==> config.mk <==
export PLATFORM = sky130hd
export DESIGN_NAME = multi_dir_traffic_controller
export DESIGN_NICKNAME = d
export VERILOG_FILES = /design/src/rtl/traffic_pkg.sv /design/src/rtl/rr_next_dir.sv /design/src/rtl/multi_dir_traffic_controller.sv
export SDC_FILE = /design/constraint.sdc
export NUM_CORES = 1
export LEC_CHECK = 0
export BUFFER_PORTS_ARGS = -buffer_cell sky130_fd_sc_hd__buf_2
export CAP_MARGIN = 15
export CORE_ASPECT_RATIO = 0.75
export CORE_MARGIN = 2
export CORE_UTILIZATION = 40
export DETAILED_ROUTE_END_ITERATION = 10
export PLACE_DENSITY = 0.66
export SLEW_MARGIN = 20
export SYNTH_ARGS = -nofsm -noshare
export SYNTH_HDL_FRONTEND = slang
export SYNTH_SLANG_ARGS = --single-unit
==> constraint.sdc <==
create_clock -name clk -period 2.8 [get_ports clk]
set_input_delay 0.7 -clock clk [delete_from_list [all_inputs] [get_ports clk]]
set_output_delay 0.7 -clock clk [all_outputs]
set_load 0.02 [all_outputs]
==> src/rtl/traffic_pkg.sv <==
// Shared definitions for the multi-approach traffic controller.
//   phase_e    : controller state / phase code driven on the phase output
//   lamp_map() : maps (phase, is_active_approach) to a {green, yellow, red}
//                triple so that every approach shows exactly one lamp
package traffic_pkg;

  typedef enum logic [1:0] {
    PH_ALL_RED = 2'd0,
    PH_GREEN   = 2'd1,
    PH_YELLOW  = 2'd2,
    PH_INVALID = 2'd3
  } phase_e;

  // Only the approach owning the phase shows green/yellow; all others red.
  function automatic logic [2:0] lamp_map(input phase_e ph, input logic is_active);
    logic [2:0] lamp;
    lamp = 3'b001;
    if (is_active) begin
      case (ph)
        PH_GREEN:  lamp = 3'b100;
        PH_YELLOW: lamp = 3'b010;
        default:   lamp = 3'b001;
      endcase
    end else begin
      lamp = 3'b001;
    end
    return lamp;
  endfunction

endpackage

==> src/rtl/rr_next_dir.sv <==
// Combinational round-robin finder.
//   eff        : in  NUM_DIR  effective request per approach
//   active_dir : in  DIR_W    approach owning the current/last green
//   next_dir   : out DIR_W    first requesting approach after active_dir
//   found      : out 1        any approach requesting
// The search order is active_dir+1, +2, ... with active_dir itself last.
module rr_next_dir #(
  parameter int NUM_DIR = 4,
  parameter int DIR_W   = $clog2(NUM_DIR)
) (
  input  logic [NUM_DIR-1:0] eff,
  input  logic [DIR_W-1:0]   active_dir,
  output logic [DIR_W-1:0]   next_dir,
  output logic               found
);

  int   scan_idx;
  logic scan_hit;

  // Walk the approaches in rotation order and keep the first hit.
  always_comb begin
    next_dir = active_dir;
    found    = 1'b0;
    scan_idx = 0;
    scan_hit = 1'b0;
    for (int k = 1; k <= NUM_DIR; k++) begin
      scan_idx = (int'(active_dir) + k) % NUM_DIR;
      scan_hit = ~found & eff[DIR_W'(scan_idx)];
      found    = found | scan_hit;
      next_dir = scan_hit ? DIR_W'(scan_idx) : next_dir;
    end
  end

endmodule

==> src/rtl/multi_dir_traffic_controller.sv <==
// N-approach intersection controller with round-robin service.
//   clk        : in  1        system clock, rising edge
//   reset_n    : in  1        asynchronous active-low reset
//   car_detect : in  NUM_DIR  per-approach vehicle present (level)
//   green      : out NUM_DIR  green lamp per approach (registered)
//   yellow     : out NUM_DIR  yellow lamp per approach (registered)
//   red        : out NUM_DIR  red lamp per approach (registered)
//   phase      : out 2        current phase code (0 all-red, 1 green, 2 yellow)
//   active_dir : out DIR_W    approach owning the current/last green
module multi_dir_traffic_controller
  import traffic_pkg::*;
#(
  parameter int NUM_DIR    = 4,
  parameter int CNT_W      = 8,
  parameter int GREEN_MIN  = 8,
  parameter int GREEN_MAX  = 20,
  parameter int YELLOW_T   = 3,
  parameter int ALL_RED_T  = 2,
  parameter int AUTO_CYCLE = 0,
  parameter int DIR_W      = $clog2(NUM_DIR)
) (
  input  logic               clk,
  input  logic               reset_n,
  input  logic [NUM_DIR-1:0] car_detect,
  output logic [NUM_DIR-1:0] green,
  output logic [NUM_DIR-1:0] yellow,
  output logic [NUM_DIR-1:0] red,
  output logic [1:0]         phase,
  output logic [DIR_W-1:0]   active_dir
);

  // Reject parameter sets the timer cannot represent or that make no sense.
  if (NUM_DIR < 2 || DIR_W != $clog2(NUM_DIR)) begin : g_bad_dir
    $error("multi_dir_traffic_controller: NUM_DIR must be >= 2 and DIR_W must not be overridden");
  end
  if (GREEN_MIN < 1 || YELLOW_T < 1 || ALL_RED_T < 1 || GREEN_MAX < GREEN_MIN) begin : g_bad_timing
    $error("multi_dir_traffic_controller: illegal timing parameters");
  end
  if (GREEN_MAX >= (1 << CNT_W) || GREEN_MIN >= (1 << CNT_W) ||
      YELLOW_T >= (1 << CNT_W) || ALL_RED_T >= (1 << CNT_W)) begin : g_bad_width
    $error("multi_dir_traffic_controller: timing value does not fit in CNT_W");
  end

  // Timer thresholds are "last cycle of the phase" values: timer counts from 0.
  localparam logic [CNT_W-1:0]   GMIN_LAST = CNT_W'(GREEN_MIN - 1);
  localparam logic [CNT_W-1:0]   GMAX_LAST = CNT_W'(GREEN_MAX - 1);
  localparam logic [CNT_W-1:0]   Y_LAST    = CNT_W'(YELLOW_T - 1);
  localparam logic [CNT_W-1:0]   AR_LAST   = CNT_W'(ALL_RED_T - 1);
  localparam logic [CNT_W-1:0]   TIMER_MAX = {CNT_W{1'b1}};
  localparam logic [CNT_W-1:0]   TIMER_ONE = CNT_W'(1);
  localparam logic [NUM_DIR-1:0] AUTO_MASK = (AUTO_CYCLE != 0) ? {NUM_DIR{1'b1}} : {NUM_DIR{1'b0}};
  localparam logic [NUM_DIR-1:0] ONE_DIR   = NUM_DIR'(1);

  phase_e             state;
  logic [CNT_W-1:0]   timer;
  logic [NUM_DIR-1:0] req;

  phase_e             state_nxt;
  logic [DIR_W-1:0]   dir_nxt;
  logic [NUM_DIR-1:0] req_nxt;
  logic [NUM_DIR-1:0] green_nxt;
  logic [NUM_DIR-1:0] yellow_nxt;
  logic [NUM_DIR-1:0] red_nxt;
  logic [NUM_DIR-1:0] eff;
  logic [NUM_DIR-1:0] active_mask;
  logic [NUM_DIR-1:0] nxt_mask;
  logic               other;
  logic [DIR_W-1:0]   rr_dir;
  logic               rr_found;
  logic [2:0]         lamp_v;

  assign eff         = req | AUTO_MASK;
  assign active_mask = ONE_DIR << active_dir;
  assign nxt_mask    = ONE_DIR << dir_nxt;
  assign other       = |(eff & ~active_mask);
  assign phase       = state;

  rr_next_dir #(
    .NUM_DIR (NUM_DIR),
    .DIR_W   (DIR_W)
  ) u_rr (
    .eff        (eff),
    .active_dir (active_dir),
    .next_dir   (rr_dir),
    .found      (rr_found)
  );

  // Phase sequencing: rest in all-red, gap-out/max-out green, fixed yellow.
  always_comb begin
    state_nxt = state;
    dir_nxt   = active_dir;
    case (state)
      PH_ALL_RED: begin
        if (timer >= AR_LAST && rr_found) begin
          state_nxt = PH_GREEN;
          dir_nxt   = rr_dir;
        end else begin
          state_nxt = PH_ALL_RED;
        end
      end
      PH_GREEN: begin
        // Leave only when someone else waits; the owner's own car holds green up to max.
        if (timer >= GMIN_LAST && other && (!car_detect[active_dir] || timer >= GMAX_LAST)) begin
          state_nxt = PH_YELLOW;
        end else begin
          state_nxt = PH_GREEN;
        end
      end
      PH_YELLOW: begin
        if (timer >= Y_LAST) begin
          state_nxt = PH_ALL_RED;
        end else begin
          state_nxt = PH_YELLOW;
        end
      end
      default: begin
        state_nxt = PH_ALL_RED;
      end
    endcase
  end

  // Request latches: the green owner cannot re-request itself; serviced request clears on entry.
  always_comb begin
    req_nxt = req | (car_detect & ((state == PH_GREEN) ? ~active_mask : {NUM_DIR{1'b1}}));
    if (state_nxt == PH_GREEN && state != PH_GREEN) begin
      req_nxt = req_nxt & ~nxt_mask;
    end else begin
      req_nxt = req_nxt;
    end
  end

  // Lamp vectors for the upcoming cycle, registered below.
  always_comb begin
    green_nxt  = {NUM_DIR{1'b0}};
    yellow_nxt = {NUM_DIR{1'b0}};
    red_nxt    = {NUM_DIR{1'b0}};
    lamp_v     = 3'b001;
    for (int i = 0; i < NUM_DIR; i++) begin
      lamp_v        = lamp_map(state_nxt, DIR_W'(i) == dir_nxt);
      green_nxt[i]  = lamp_v[2];
      yellow_nxt[i] = lamp_v[1];
      red_nxt[i]    = lamp_v[0];
    end
  end

  // State, timer, request and lamp registers.
  always_ff @(posedge clk or negedge reset_n) begin
    if (!reset_n) begin
      state      <= PH_ALL_RED;
      timer      <= {CNT_W{1'b0}};
      active_dir <= DIR_W'(NUM_DIR - 1);
      req        <= {NUM_DIR{1'b0}};
      green      <= {NUM_DIR{1'b0}};
      yellow     <= {NUM_DIR{1'b0}};
      red        <= {NUM_DIR{1'b1}};
    end else begin
      state      <= state_nxt;
      active_dir <= dir_nxt;
      req        <= req_nxt;
      green      <= green_nxt;
      yellow     <= yellow_nxt;
      red        <= red_nxt;
      if (state_nxt != state) begin
        timer <= {CNT_W{1'b0}};
      end else if (timer != TIMER_MAX) begin
        timer <= timer + TIMER_ONE;
      end else begin
        timer <= timer;
      end
    end
  end

endmodule

== Yosys cells after proc, flatten, opt, wreduce, memory -nomap -nowiden ==
Cells that the tools add are included.

* Reductions and logical operators: 10
* Equality and inequality tests: 10
* Add/subtract/negate cells: 5
* Shift-type cells: 2
* Bitwise logic cells: 15
* Magnitude comparators: 9
* Multiplexer cells: 33

{| class="wikitable"
|+ Operators with widths
! cell !! count
|-
| 2-bit by 4-bit < comparator with 1-bit output, second input constant || 4
|-
| 2-bit two-way mux || 8
|-
| 8-bit two-way mux || 2
|-
| 4-bit bitwise AND || 3
|-
| 3-bit two-way mux || 4
|-
| 1-bit binary-select mux with 2-bit select || 5
|-
| 1-bit two-way mux || 10
|-
| 8-bit by 1-bit adder with 8-bit output, second input constant || 1
|-
| 8-bit by 1-bit greater-or-equal comparator with 1-bit output, second input constant || 1
|-
| 8-bit by 2-bit greater-or-equal comparator with 1-bit output, second input constant || 1
|-
| 8-bit by 3-bit greater-or-equal comparator with 1-bit output, second input constant || 1
|-
| 8-bit by 5-bit greater-or-equal comparator with 1-bit output, second input constant || 1
|-
| 4-bit two-way mux || 2
|-
| 8-bit inequality test, second input constant || 1
|-
| 4-bit inverter || 2
|-
| 1-bit by 2-bit left shift with 4-bit output, first input constant || 2
|-
| 2-bit one-hot mux with 3 select lines || 1
|-
| 3-bit one-hot mux with 2 select lines || 1
|-
| 2-bit by 1-bit adder with 2-bit output, second input constant || 2
|-
| 2-bit adder, second input constant || 2
|-
| 2-bit by 1-bit == test with 1-bit output, second input constant || 2
|-
| 2-bit == test, first input constant || 2
|-
| 2-bit == test, second input constant || 2
|-
| 1-bit logical AND || 4
|-
| 13 further kinds || 20
|}

* Logic and storage cells: 91
* Bits in registers: 28
* Output and inout bits: 16

== Longest topological paths before layout ==
* Depth in word-level cells: 20
* Depth in mapped cells: 10
* Depth with buffers taken out: 9

== Hierarchy ==
From an unflattened synthesis, not the netlist that was laid out.

* Cells, all modules: 154
* Area, all modules: 1592.8 um^2

{| class="wikitable"
|+ By module, submodules not included
! module !! area an instance (um^2) !! times used !! cells each
|-
| multi_dir_traffic_controller || 1510.2 || 1 || 140
|-
| rr_next_dir || 82.6 || 1 || 14
|}

== Worst setup path before layout ==
No wires, ideal clock.

* Path type: reg2reg
* Start point: register active_dir[0]
* End point: register red[0]
* Path buffers: 1
* Cell stages (with the launch flop): 10
* Required time: 2712 ps
* Arrival: 2533 ps
* Period minus slack after synthesis: 2621 ps
* Path slack: 179 ps
* Cell sequence: dfstp_2 -> buf_4 -> inv_1 -> ha_1 -> and3_1 -> nor4_1 -> o21ai_0 -> a22oi_4 -> inv_4 -> or3_1

* Elaborated cells between the ends (all ways): 50

{| class="wikitable"
|+ RTL lines
! element !! RTL line !! RTL
|-
| start: declaration || multi_dir_traffic_controller.sv:29 || <nowiki>output logic [DIR_W-1:0] active_dir</nowiki>
|-
| start signal: assignment || multi_dir_traffic_controller.sv:151 || <nowiki>active_dir <= DIR_W'(NUM_DIR - 1);</nowiki>
|-
| start signal: assignment || multi_dir_traffic_controller.sv:158 || <nowiki>active_dir <= dir_nxt;</nowiki>
|-
| 2-bit by 1-bit adder with 2-bit output || rr_next_dir.sv:27 || <nowiki>scan_idx = (int'(active_dir) + k) % NUM_DIR;</nowiki>
|-
| 1-bit binary-select mux with 2-bit select || rr_next_dir.sv:28 || <nowiki>scan_hit = ~found & eff[DIR_W'(scan_idx)];</nowiki>
|-
| 1-bit two-way mux (not written as such) (2 in series) || rr_next_dir.sv:28 ||
|-
| 1-bit inverter || rr_next_dir.sv:28 ||
|-
| 1-bit bitwise AND || rr_next_dir.sv:28 ||
|-
| 1-bit bitwise OR || rr_next_dir.sv:29 || <nowiki>found = found | scan_hit;</nowiki>
|-
| 1-bit inverter || rr_next_dir.sv:28 ||
|-
| 1-bit bitwise AND || rr_next_dir.sv:28 ||
|-
| [... 3 more ...] || n/a ||
|-
| 1-bit bitwise OR || rr_next_dir.sv:29 ||
|-
| 1-bit logical AND || multi_dir_traffic_controller.sv:94 || <nowiki>if (timer >= AR_LAST && rr_found) begin</nowiki>
|-
| 2-bit two-way mux || multi_dir_traffic_controller.sv:94 ||
|-
| 2-bit two-way mux * || multi_dir_traffic_controller.sv:92 || <nowiki>case (state)</nowiki>
|-
| via dir_nxt[0] || multi_dir_traffic_controller.sv:59 || <nowiki>logic [DIR_W-1:0] dir_nxt;</nowiki>
|-
| 2-bit logical NOT * || multi_dir_traffic_controller.sv:139 || <nowiki>lamp_v = lamp_map(state_nxt, DIR_W'(i) == dir_nxt);</nowiki>
|-
| 3-bit two-way mux * || traffic_pkg.sv:18 || <nowiki>if (is_active) begin</nowiki>
|-
| via red_nxt[0] || multi_dir_traffic_controller.sv:63 || <nowiki>logic [NUM_DIR-1:0] red_nxt;</nowiki>
|-
| end signal: assignment || multi_dir_traffic_controller.sv:155 || <nowiki>red <= {NUM_DIR{1'b1}};</nowiki>
|-
| end signal: assignment || multi_dir_traffic_controller.sv:162 || <nowiki>red <= red_nxt;</nowiki>
|-
| end: declaration || multi_dir_traffic_controller.sv:27 || <nowiki>output logic [NUM_DIR-1:0] red,</nowiki>
|}

Mark *: on every way through the listed nets, which the timed path passes. The rest lies on a longest branch. The select of a mux whose other input is x is not followed.
A chain may end at the register's enable or synchronous reset.

== Worst setup path after layout ==
* Start point: register active_dir[0]
* End point: register red[2]

* Elaborated cells between the ends (all ways): 50

{| class="wikitable"
|+ RTL lines
! element !! RTL line
|-
| 2-bit by 1-bit adder with 2-bit output || rr_next_dir.sv:27
|-
| 1-bit binary-select mux with 2-bit select || rr_next_dir.sv:28
|-
| 1-bit two-way mux (not written as such) (2 in series) || rr_next_dir.sv:28
|-
| 1-bit inverter || rr_next_dir.sv:28
|-
| 1-bit bitwise AND || rr_next_dir.sv:28
|-
| 1-bit bitwise OR || rr_next_dir.sv:29
|-
| 1-bit inverter || rr_next_dir.sv:28
|-
| 1-bit bitwise AND || rr_next_dir.sv:28
|-
| [... 3 more ...] || n/a
|-
| 1-bit bitwise OR || rr_next_dir.sv:29
|-
| 1-bit logical AND || multi_dir_traffic_controller.sv:94
|-
| 2-bit two-way mux || multi_dir_traffic_controller.sv:94
|-
| 2-bit two-way mux * || multi_dir_traffic_controller.sv:92
|-
| via dir_nxt[0] || multi_dir_traffic_controller.sv:59
|-
| 2-bit == test * || multi_dir_traffic_controller.sv:139
|-
| 3-bit two-way mux * || traffic_pkg.sv:18
|-
| via red_nxt[2] || multi_dir_traffic_controller.sv:63
|}

Marks and branches as above.

==> flow_summary.ini <==
[sta]
finalSetupViolCount = 0
drv_slew = 0
clock_skew_ps = 1.82
finalCriticalPeriod_ps = 2550
setup_tns_ps = 0
fin_crit_sh_pct = 91.0
max_slew.worst_pin.slew_ps = 615
rsz0062_at_grt = no
relSlewSlack_pct = 59.0
fmax_ghz = 0.392
final_hold_viol_count = 0

[cts]
cts_tree = done
cts_resized = 0
postCtsSetupBuffers = 0
cts_buffer_depth = 2
cts_buffers = 3
clock_latency_ps = 270
clockRootBuffer = clkbuf_8
htree_levels = 1
cts_hold_buf = 0
path_clk_slew_ps = 90
cts.sinks = 28

[route]
wire_per_inst_um = 14.8
finalWirelength_um = 3380
vias = 1256
viasPerCell = 5.48
route.detailed.drc = 0
drt-initial-drc-count = 124
dr.pass1.iters = 4
ant_nets = 0

[floorplanning]
io_pins = 22
die-area_um2 = 4450
rows = 19
start_util_pct = 42.4
core-area_um2 = 3710
die_y_um = 58.3
die_x_um = 76.4

[logic_synthesis]
synth-seq-cells = 28
async_flop_share_pct = 100
ys_types = 46
yosysMostFrequentCell = dfrtp_1
synth_top_cell_by_area = dfrtp_1
yosys-top-cells-count = dfrtp_1, nor2_1, nor3_1, ha_1
ys_warn_count = 0
synth_ff_type = dfrtp_1
synth_top_area_share_pct = 35.0
synth_edf_count = 0
synth_nets = 170
synthCells = 155
synth_area_leaders = dfrtp_1, dfstp_2, ha_1, and3_1, nor3_1
synth_area_per_cell_um2 = 10.1
synth-seq-area-share_pct = 45.0
synth.cell_area_um2 = 1570

[worst_setup_path]
cp.required_ps = 3000
ff2ff_setup_slack_ps = 250
crit_type = register to register
r2r_start = active_dir[0]$_DFF_PN1_
critPathCaptureType = register
crit_fanout = 9
r2r-end = red[2]$_DFF_PN1_
cp_data_arrival_time_ps = 2750
startpoint_type = register
reg2reg_depth = 8

[placement]
dpl.hpwl_um = 2550
io_buffers = 21
dp.cells = 225
gp_congestion = 1.03

[grt]
antenna_found_initial = 0
globalRouteTotalUtil_pct = 16.1
grt_pass1_vias = 1221
grt_pass1_wl_um = 5710
grt_max_degree = 29
grt_overflow = 0

[pwr]
p_leak_nw = 0.877
peakVddDrop_v = 0.000607
p_per_area_nw_per_um2 = 1160

[run]
cap_viol_max_count = 0

[cells_and_area]
fin_cells = 229
area_growth_pct = 14.6
final.fill_count = 361
finish.net_count = 193
n_antenna_cell = 0
drive_above_1_share_pct = 22.6
regArea_um2 = 708
multi_input_area_um2 = 783

[outcome]
status = completed

[min_path]
hold_path_class = primary input to asynchronous set/reset pin
## flip-flops by register name, indices dropped and copies added, names as in the netlist
signal / count
timer: 8
eff: 4
yellow: 4
phase: 2
active_dir: 2
red: 4
green: 4
## power breakdown
part | internal, mW | switching (mW)
combinational | 0.439 | 0.667
sequential | 0.546 | 0.117
clock | 0.191 | 0.123
total | 1.18 | 0.908
## metal layers
metal  global-route usage (%)  vias to the layer above  share of wire, %
met2                     24.8                       28                45
li1                         -                      601                 -
met4                     4.94                        0               1.0
met1                     22.8                      623                48
met3                     4.14                        4               5.8
met5                        0                        -                 0
## worst max path at each step
stage	start	endpoint	slack, ps	cells past startpoint
after floorplan	active_dir[0]$_DFF_PN1_	red[0]$_DFF_PN1_	180	9
after global placement	car_detect[1]	red[0]$_DFF_PN1_	250	7
after detailed placement	car_detect[1]	red[3]$_DFF_PN1_	210	7
after CTS	active_dir[0]$_DFF_PN1_	red[2]$_DFF_PN1_	240	8
after global routing	timer[6]$_DFFE_PN0P_	eff[1]$_DFF_PN0_	90	7
final	active_dir[0]$_DFF_PN1_	red[2]$_DFF_PN1_	250	8
## critical path, stage by stage (launching register included)
cell and delay (ps):
dfstp_2 600, inv_1 70, ha_1 390, and3_1 180, nor4_1 340, o21ai_0 210
a22oi_4 250, inv_4 90, or3_1 350
## layout make-up
cell class | count | area share (%)
Inverter | 10 | 2.22
Sequential cell | 28 | 39.3
Timing Repair Buffer | 25 | 7.49
Multi-Input combinational cell | 110 | 43.4
Clock buffer | 3 | 2.29
Clock inverter | 1 | 1.67
Tap cell | 52 | 3.61
## placed cells by master, fill, tap and decap left out, types with 3 or more instances in the layout
cell type / count
and3_1: 8
ha_1: 9
nor2_1: 10
buf_4: 4
dfstp_2: 6
a31oi_1: 5
clkbuf_8: 3
xor2_1: 3
a21oi_1: 8
inv_1: 8
nand3_1: 4
dfrtp_1: 22
nor4_1: 3
buf_2: 21
nand2b_1: 3
nor2b_1: 5
nand2_1: 7
nor3_1: 10
or3_1: 5
## logic make-up (layout without fill, tap and decap cells)
logic type	count (synthesis)	count (layout)	synth area share [%]
XOR/XNOR	4	4	2.23
buffers and inverters	17	39	5.17
multiplexers	4	4	3.90
AND/OR/NAND/NOR	65	65	23.5
AO/OA/AOI/OAI	28	28	13.0
flip-flops	28	28	45.0
adder cells (fa/ha/maj)	9	9	7.16
## metrics by stage
step	util [%]	instance area [um2]	hold WS (ps)	power (mW)	setup slack (ps)
3_5_place_dp	46.7	1730	574	1.77	215
6_report	48.6	1800	432	2.08	251
2_1_floorplan	-	1570	404	1.46	179
4_1_cts	48.6	1800	441	2.09	241
3_3_place_gp	46.7	1730	563	1.72	251
5_1_grt	48.6	1800	472	2.24	93.0
(Power assumes the default switching activity.)
